<file path="src/rtl/serial_word_shifter.sv">
// Parallel-to-serial word shifter, MSB first, contiguous across back-to-back words.
// Define SER_PARITY_EN to append one even-parity bit to every frame.
module serial_word_shifter #(
    parameter int WIDTH = 8
) (
    input  logic             clk,
    input  logic             rst,
    input  logic [WIDTH-1:0] in_data,
    input  logic             in_valid,
    output logic             in_ready,
    output logic             sd,
    output logic             sd_valid,
    output logic             sd_last,
    output logic             busy
);

    localparam int CNT_W = (WIDTH > 1) ? $clog2(WIDTH) : 1;
    localparam logic [CNT_W-1:0] CNT_LAST = CNT_W'(WIDTH - 1);
    localparam logic [CNT_W-1:0] CNT_PEN  = CNT_W'(WIDTH - 2);

`ifdef SER_PARITY_EN
    typedef enum logic [1:0] {S_IDLE = 2'd0, S_SHIFT = 2'd1, S_PARITY = 2'd2} state_t;
`else
    typedef enum logic [1:0] {S_IDLE = 2'd0, S_SHIFT = 2'd1} state_t;
`endif

    state_t           state, state_nxt;
    logic [WIDTH-1:0] shift_reg, shift_nxt;
    logic [CNT_W-1:0] cnt, cnt_nxt;
    logic             parity, parity_nxt;
    logic             sd_nxt, sd_valid_nxt, sd_last_nxt;
    logic             accept;

    // Ready is a pure decode of the state register, held low during reset.
    always_comb begin
        in_ready = 1'b0;
        if (!rst) begin
            case (state)
                S_IDLE:   in_ready = 1'b1;
`ifdef SER_PARITY_EN
                S_SHIFT:  in_ready = 1'b0;
                S_PARITY: in_ready = 1'b1;
`else
                S_SHIFT:  in_ready = (cnt == CNT_LAST);
`endif
                default:  in_ready = 1'b0;
            endcase
        end
    end

    assign accept = in_valid && in_ready;

    always_comb begin
        // NOTE: every output of this block gets a default first so no path leaves one unassigned (no latches).
        state_nxt    = state;
        shift_nxt    = shift_reg;
        cnt_nxt      = cnt;
        parity_nxt   = parity;
        sd_nxt       = 1'b0;
        sd_valid_nxt = 1'b0;
        sd_last_nxt  = 1'b0;

        case (state)
            S_IDLE: begin
                cnt_nxt = '0;
            end
            S_SHIFT: begin
                if (cnt != CNT_LAST) begin
                    // shift_reg already excludes the bit currently on sd
                    sd_nxt       = shift_reg[WIDTH-1];
                    shift_nxt    = {shift_reg[WIDTH-2:0], 1'b0};
                    cnt_nxt      = cnt + 1'b1;
                    sd_valid_nxt = 1'b1;
`ifdef SER_PARITY_EN
                    sd_last_nxt  = 1'b0;
`else
                    sd_last_nxt  = (cnt == CNT_PEN);
`endif
                end else begin
                    cnt_nxt   = '0;
                    shift_nxt = '0;
`ifdef SER_PARITY_EN
                    state_nxt    = S_PARITY;
                    sd_nxt       = parity;
                    sd_valid_nxt = 1'b1;
                    sd_last_nxt  = 1'b1;
`else
                    state_nxt    = S_IDLE;
`endif
                end
            end
`ifdef SER_PARITY_EN
            S_PARITY: begin
                state_nxt = S_IDLE;
                cnt_nxt   = '0;
            end
`endif
            default: begin
                state_nxt  = S_IDLE;
                shift_nxt  = '0;
                cnt_nxt    = '0;
                parity_nxt = 1'b0;
            end
        endcase

        // A new word overrides whatever the current state would do next.
        if (accept) begin
            state_nxt    = S_SHIFT;
            sd_nxt       = in_data[WIDTH-1];
            shift_nxt    = {in_data[WIDTH-2:0], 1'b0};
            cnt_nxt      = '0;
            parity_nxt   = ^in_data;
            sd_valid_nxt = 1'b1;
            sd_last_nxt  = 1'b0;
        end
    end

    // NOTE: sequential state uses non-blocking assignments so every flop samples pre-edge values.
    always_ff @(posedge clk) begin
        if (rst) begin
            state     <= S_IDLE;
            shift_reg <= '0;
            cnt       <= '0;
            parity    <= 1'b0;
            sd        <= 1'b0;
            sd_valid  <= 1'b0;
            sd_last   <= 1'b0;
        end else begin
            state     <= state_nxt;
            shift_reg <= shift_nxt;
            cnt       <= cnt_nxt;
            parity    <= parity_nxt;
            sd        <= sd_nxt;
            sd_valid  <= sd_valid_nxt;
            sd_last   <= sd_last_nxt;
        end
    end

    assign busy = sd_valid;

endmodule
</file>
<file path="config.mk">
export PLATFORM = sky130hd
export DESIGN_NAME = serial_word_shifter
export DESIGN_NICKNAME = d
export VERILOG_FILES = /design/src/rtl/serial_word_shifter.sv
export SDC_FILE = /design/constraint.sdc
export NUM_CORES = 1
export LEC_CHECK = 0
export ABC_AREA = 1
export CAP_MARGIN = 20
export CORE_UTILIZATION = 44
export DETAILED_ROUTE_END_ITERATION = 7
export DONT_BUFFER_PORTS = 1
export PLACE_DENSITY_LB_ADDON = 0.05
export SYNTH_ARGS = -nofsm -noshare
export SYNTH_HDL_FRONTEND = slang
export SYNTH_SLANG_ARGS = --single-unit
</file>
<file path="constraint.sdc">
create_clock -name clk -period 3.3 [get_ports clk]
set_input_delay 0.495 -clock clk [delete_from_list [all_inputs] [get_ports clk]]
set_output_delay 0.495 -clock clk [all_outputs]
set_load 0.01 [all_outputs]
</file>
After elaboration in Yosys (flattened, before gate mapping):

Cells that the tools add are included.

* bits in registers: 16
* input bits: 11
* output and inout port bits: 5
* word-level logic and storage cells: 39

* $add $sub $neg: 1
* equality and inequality tests: 7
* muxes and demuxes: 14
* bitwise logic cells: 3
* reductions and logical operators: 6

Operator list (count)
* 8-bit 2-to-1 mux: 2
* 8-bit case mux with 2 select lines: 1
* 1-bit 2-to-1 mux: 8
* 3-bit == test, second input constant: 2
* 3-bit != test, second input constant: 2
* 2-bit != test, second input constant: 2
* 2-bit case mux with 2 select lines: 1
* 2-bit AND reduction: 2
* 4-bit OR reduction: 1
* 3-bit by 1-bit adder with 3-bit output, second input constant: 1
* 1-bit inverter: 3
* 2-bit by 1-bit == test with 1-bit output, second input constant: 1
* 2-bit zero test: 1
* 2-bit 2-to-1 mux: 1
* 1-bit case mux with 2 select lines: 1
* 2-bit OR reduction: 1
* 1-bit logical AND: 1

Logic depth before layout (Yosys ltp):

* depth in word-level cells: 6
* depth in mapped cells: 8
* gate-level depth less buffers: 8

Least setup slack after synthesis:

No wires, ideal clock.

* kind: reg-to-output
* start point: register cnt[0]
* end point: output port in_ready
* arrival time: 1002 ps
* data required time: 2805 ps
* path slack: 1803 ps
* stages on the path, launching flop included: 5
* path buffers: 0
* cell sequence: dfxtp_1 > ha_1 > ha_1 > nor2_8 > nor2_1

* cells in the longest elaborated chain, start to end: 3

Ends and longest elaborated chain
* from (decl): RTL line 29 `logic [CNT_W-1:0] cnt, cnt_nxt;`
* from (signal assigned): RTL line 131 `cnt <= cnt_nxt;`
* 3-bit == test: RTL line 44 `S_SHIFT: in_ready = (cnt == CNT_LAST);`
* 1-bit case mux with 2 select lines: RTL line 38 `case (state)`
* 1-bit 2-to-1 mux: RTL line 37 `if (!rst) begin`
* to (decl): RTL line 10 `output logic in_ready,`

Every way passes these cells.

Final worst setup path:

Same ends and word-level chain as after synthesis.

==> summary.md <==
| Metric | Value |
|---|---|
| Mapped Nets | `94` |
| Final setup viols | `0` |
| Max VDD drop | `0.000342 V` |
| Reg2reg start | `cnt[0]` |
| Critical Path AT | `1360 ps` |
| Status | `complete, no violations` |
| Synth unique cells | `14` |
| Layout Cells excl Fill | `98` |
| Syn-to-layout area delta | `7.55%` |
| Vias | `approximately 480` |
| R2r setup slk | `about 1900 ps` |
| Fin crit share | `56.1%` |
| Via density | `slightly below 5` |
| Post-route cell area | `677 um2` |
| CTS root buf | `clkbuf_4` |
| R2r endpoint | `shift_reg[7]` |
| Crit-path slowest cell | `dfxtp_1` |
| Post CTS Setup Buffer Count | `0` |
| Post-synthesis sequential area ratio | `~45%` |
| Remaining DRCs | `0` |
| Post-CTS sizing | `0` |
| RSZ-0062 raised after global routing | `no` |
| H-tree depth | `1` |
| Initial antenna violation count | `0` |
| Syn. warnings | `0` |
| CTS max path bufs | `2` |
| CP Launch Point | `cnt[0]` |
| Vias in the first global route | `393` |
| Max capacitance violation total | `0` |
| Worst path bufs/invs | `0` |
| Die Y | `39.8 um` |
| Clock skew | `5.52 ps` |
| Synth top area share | `44.5%` |
| FMAX | `540 MHz` |
| Yosys top cell by area | `dfxtp_1` |
| Routed WL | `997 um` |
| Pleak | `between 0.3 and 0.4 nW` |
| Clk sinks | `14` |
| Slew Viols, Final | `0` |
| Sum of negative setup slack | `0 ps` |
| Avg WL per Cell | `about 10 um` |
| Synth Flop Type | `dfxtp_1` |
| Commonest cells post-synth | `nand2_1 (20), nand3_1 (20), dfxtp_1 (14), inv_1 (8), nor2_1 (5)` |
| Mapped Area | `629 um2` |
| Initial Utilization | `47.8%` |
| Gr ovfl total | `0` |
| Core Rows | `13` |
| Synth area leaders | `dfxtp_1 (45%), nand3_1 (16%), nand2_1 (12%)` |
| Hold_sp | `rst` |
| Area taken by multi-input logic gates | `294 um2` |
| Die W | `approximately 40 um` |
| CP Data Required Time | `2800 ps` |
| GRT Overall Usage | `16.2%` |
| Final worst path period need | `1850 ps` |
| Crit path depth | `4` |
| CP cell instances | `ha_1 > ha_1 > nor2_8 > nor2_1` |
| Die ar. | `between 1500 and 2000 um2` |
| Post-CTS Hold Buffers | `0` |
| Routability congestion estimate | `between 0.6 and 0.7` |
| Crit path kind | `flip-flop to output port` |
| Largest stage delay on the critical path | `about 330 ps` |
| Cells after DPL | `94` |
| Routed Antenna Nets | `0` |
| Hold Path Class | `input pin to flip-flop` |
| Placed instance area | `641 um2` |
| Post-Syn Instances | `80` |
| Ports | `16` |
| TritonCTS clock tree | `yes` |
| CP endpoint kind | `output port` |
| First-pass GRT wire length | `1.61 mm` |
| Register Area | `280 um2` |
| Worst setup SP type | `flip-flop` |
| Min Hold Slack | `~280 ps` |
| Most common cell on crit path | `ha_1` |
| Reg2reg path depth | `8` |
| FF+latch count, synth | `14` |
| Hpwl dp | `between 700 and 800 um` |
| Max reg flops | `7` |
| Drt pass-1 iters | `4` |
| First DRT Iteration DRCs | `19` |
| Port Buffers | `0` |
| Diode count | `0` |
| Share of layout cells above drive strength 1 | `14.5%` |
| Fill cells | `137` |
| Avg Cell Area, Syn | `7.87 um2` |
| Ys async rst share | `0%` |
| Slew HR | `84.3%` |
| Total power divided by cell area | `492 nW/um2` |
| Final Hold Fails | `0` |
| Crit-path leading delay family | `adder cells` |
| Layout net count | `just under 100` |
| Core area | `1320 um2` |
| Max FO, Critical Path | `10` |
| Actual slew at the worst max-slew pin | `235 ps` |
| Post-synth EDFFs | `0` |
| Worst-Skew Late Latency | `between 200 and 300 ps` |
| Worst-path clk slew | `80 ps` |
| Largest net degree at the start of global routing | `11` |
| Cts bufs inserted | `3` |
| End point of the critical path | `in_ready` |
[report_power, final]
| group | total [mW] | switching (mW) | internal (mW) |
|---|---|---|---|
| combinational | 0.0338 | 0.0229 | 0.0109 |
| clock | 0.117 | 0.0495 | 0.0671 |
| sequential | 0.182 | 0.00550 | 0.177 |
[worst min path at each step]
| stage | to | cells after the start |
|---|---|---|
| 2_1_floorplan | cnt[0] | 1 |
| 3_3_place_gp | sd_last | 2 |
| 3_5_place_dp | sd_last | 2 |
| 4_1_cts | shift_reg[1] | 1 |
| 5_1_grt | shift_reg[1] | 1 |
| 6_report | shift_reg[1] | 1 |
[per-layer routing]
layer / vias to the layer above / GRT usage, % / wire [um]
met2: 14 / 20.9 / 436
li1: 255 / - / -
met3: 2 / 10.8 / 73
met1: 211 / 20.9 / 476
met5: - / 0 / 0
met4: 0 / 5.17 / 10
[cells by family after synthesis]
group           share of synthesized area (%)
compound gates                          0.794
flops                                    44.5
simple gates                             40.0
buf+inv                                  8.75
fa+ha+maj                                5.96
[metrics by stage]
| stage | setup WS [ps] | util (%) | power, mW |
|---|---|---|---|
| 2_1_floorplan | 1800 | - | 0.215 |
| 3_3_place_gp | 1750 | 48.6 | 0.220 |
| 3_5_place_dp | 1740 | 48.6 | 0.221 |
| 4_1_cts | 1430 | 51.4 | 0.341 |
| 5_1_grt | 1350 | 51.4 | 0.353 |
| 6_report | 1450 | 51.4 | 0.333 |
[cells in the final DEF (no fill, tap or decap)]
cell type  netlist  final
nand2_8          1      1
nor2_4           1      1
inv_4            1      1
a21oi_1          1      1
ha_1             3      3
nor2_2           1      1
clkbuf_4         0      3
nor2_8           1      1
nand3_1         20     20
nor2_1           5      5
clkbuf_8         0      1
dfxtp_1         14     14
nand2_1         20     20
inv_1            8      8
inv_2            3      3
[final cells by class]
type / instances / area share, %
inverters: 12 / 7.02
flip-flops and latches: 14 / 41.4
well taps: 15 / 2.77
multi-input cells: 53 / 43.4
clock buffers: 4 / 5.36
[worst register-to-register path, stage by stage (launching register included)]
cell     delay, ps
dfxtp_1        330
ha_1           200
ha_1           260
inv_2           60
nand2_1        140
nand3_1        130
nand3_1         70
nand2_1         70
inv_1           40
Note: power is estimated with default switching activity, not from simulation.
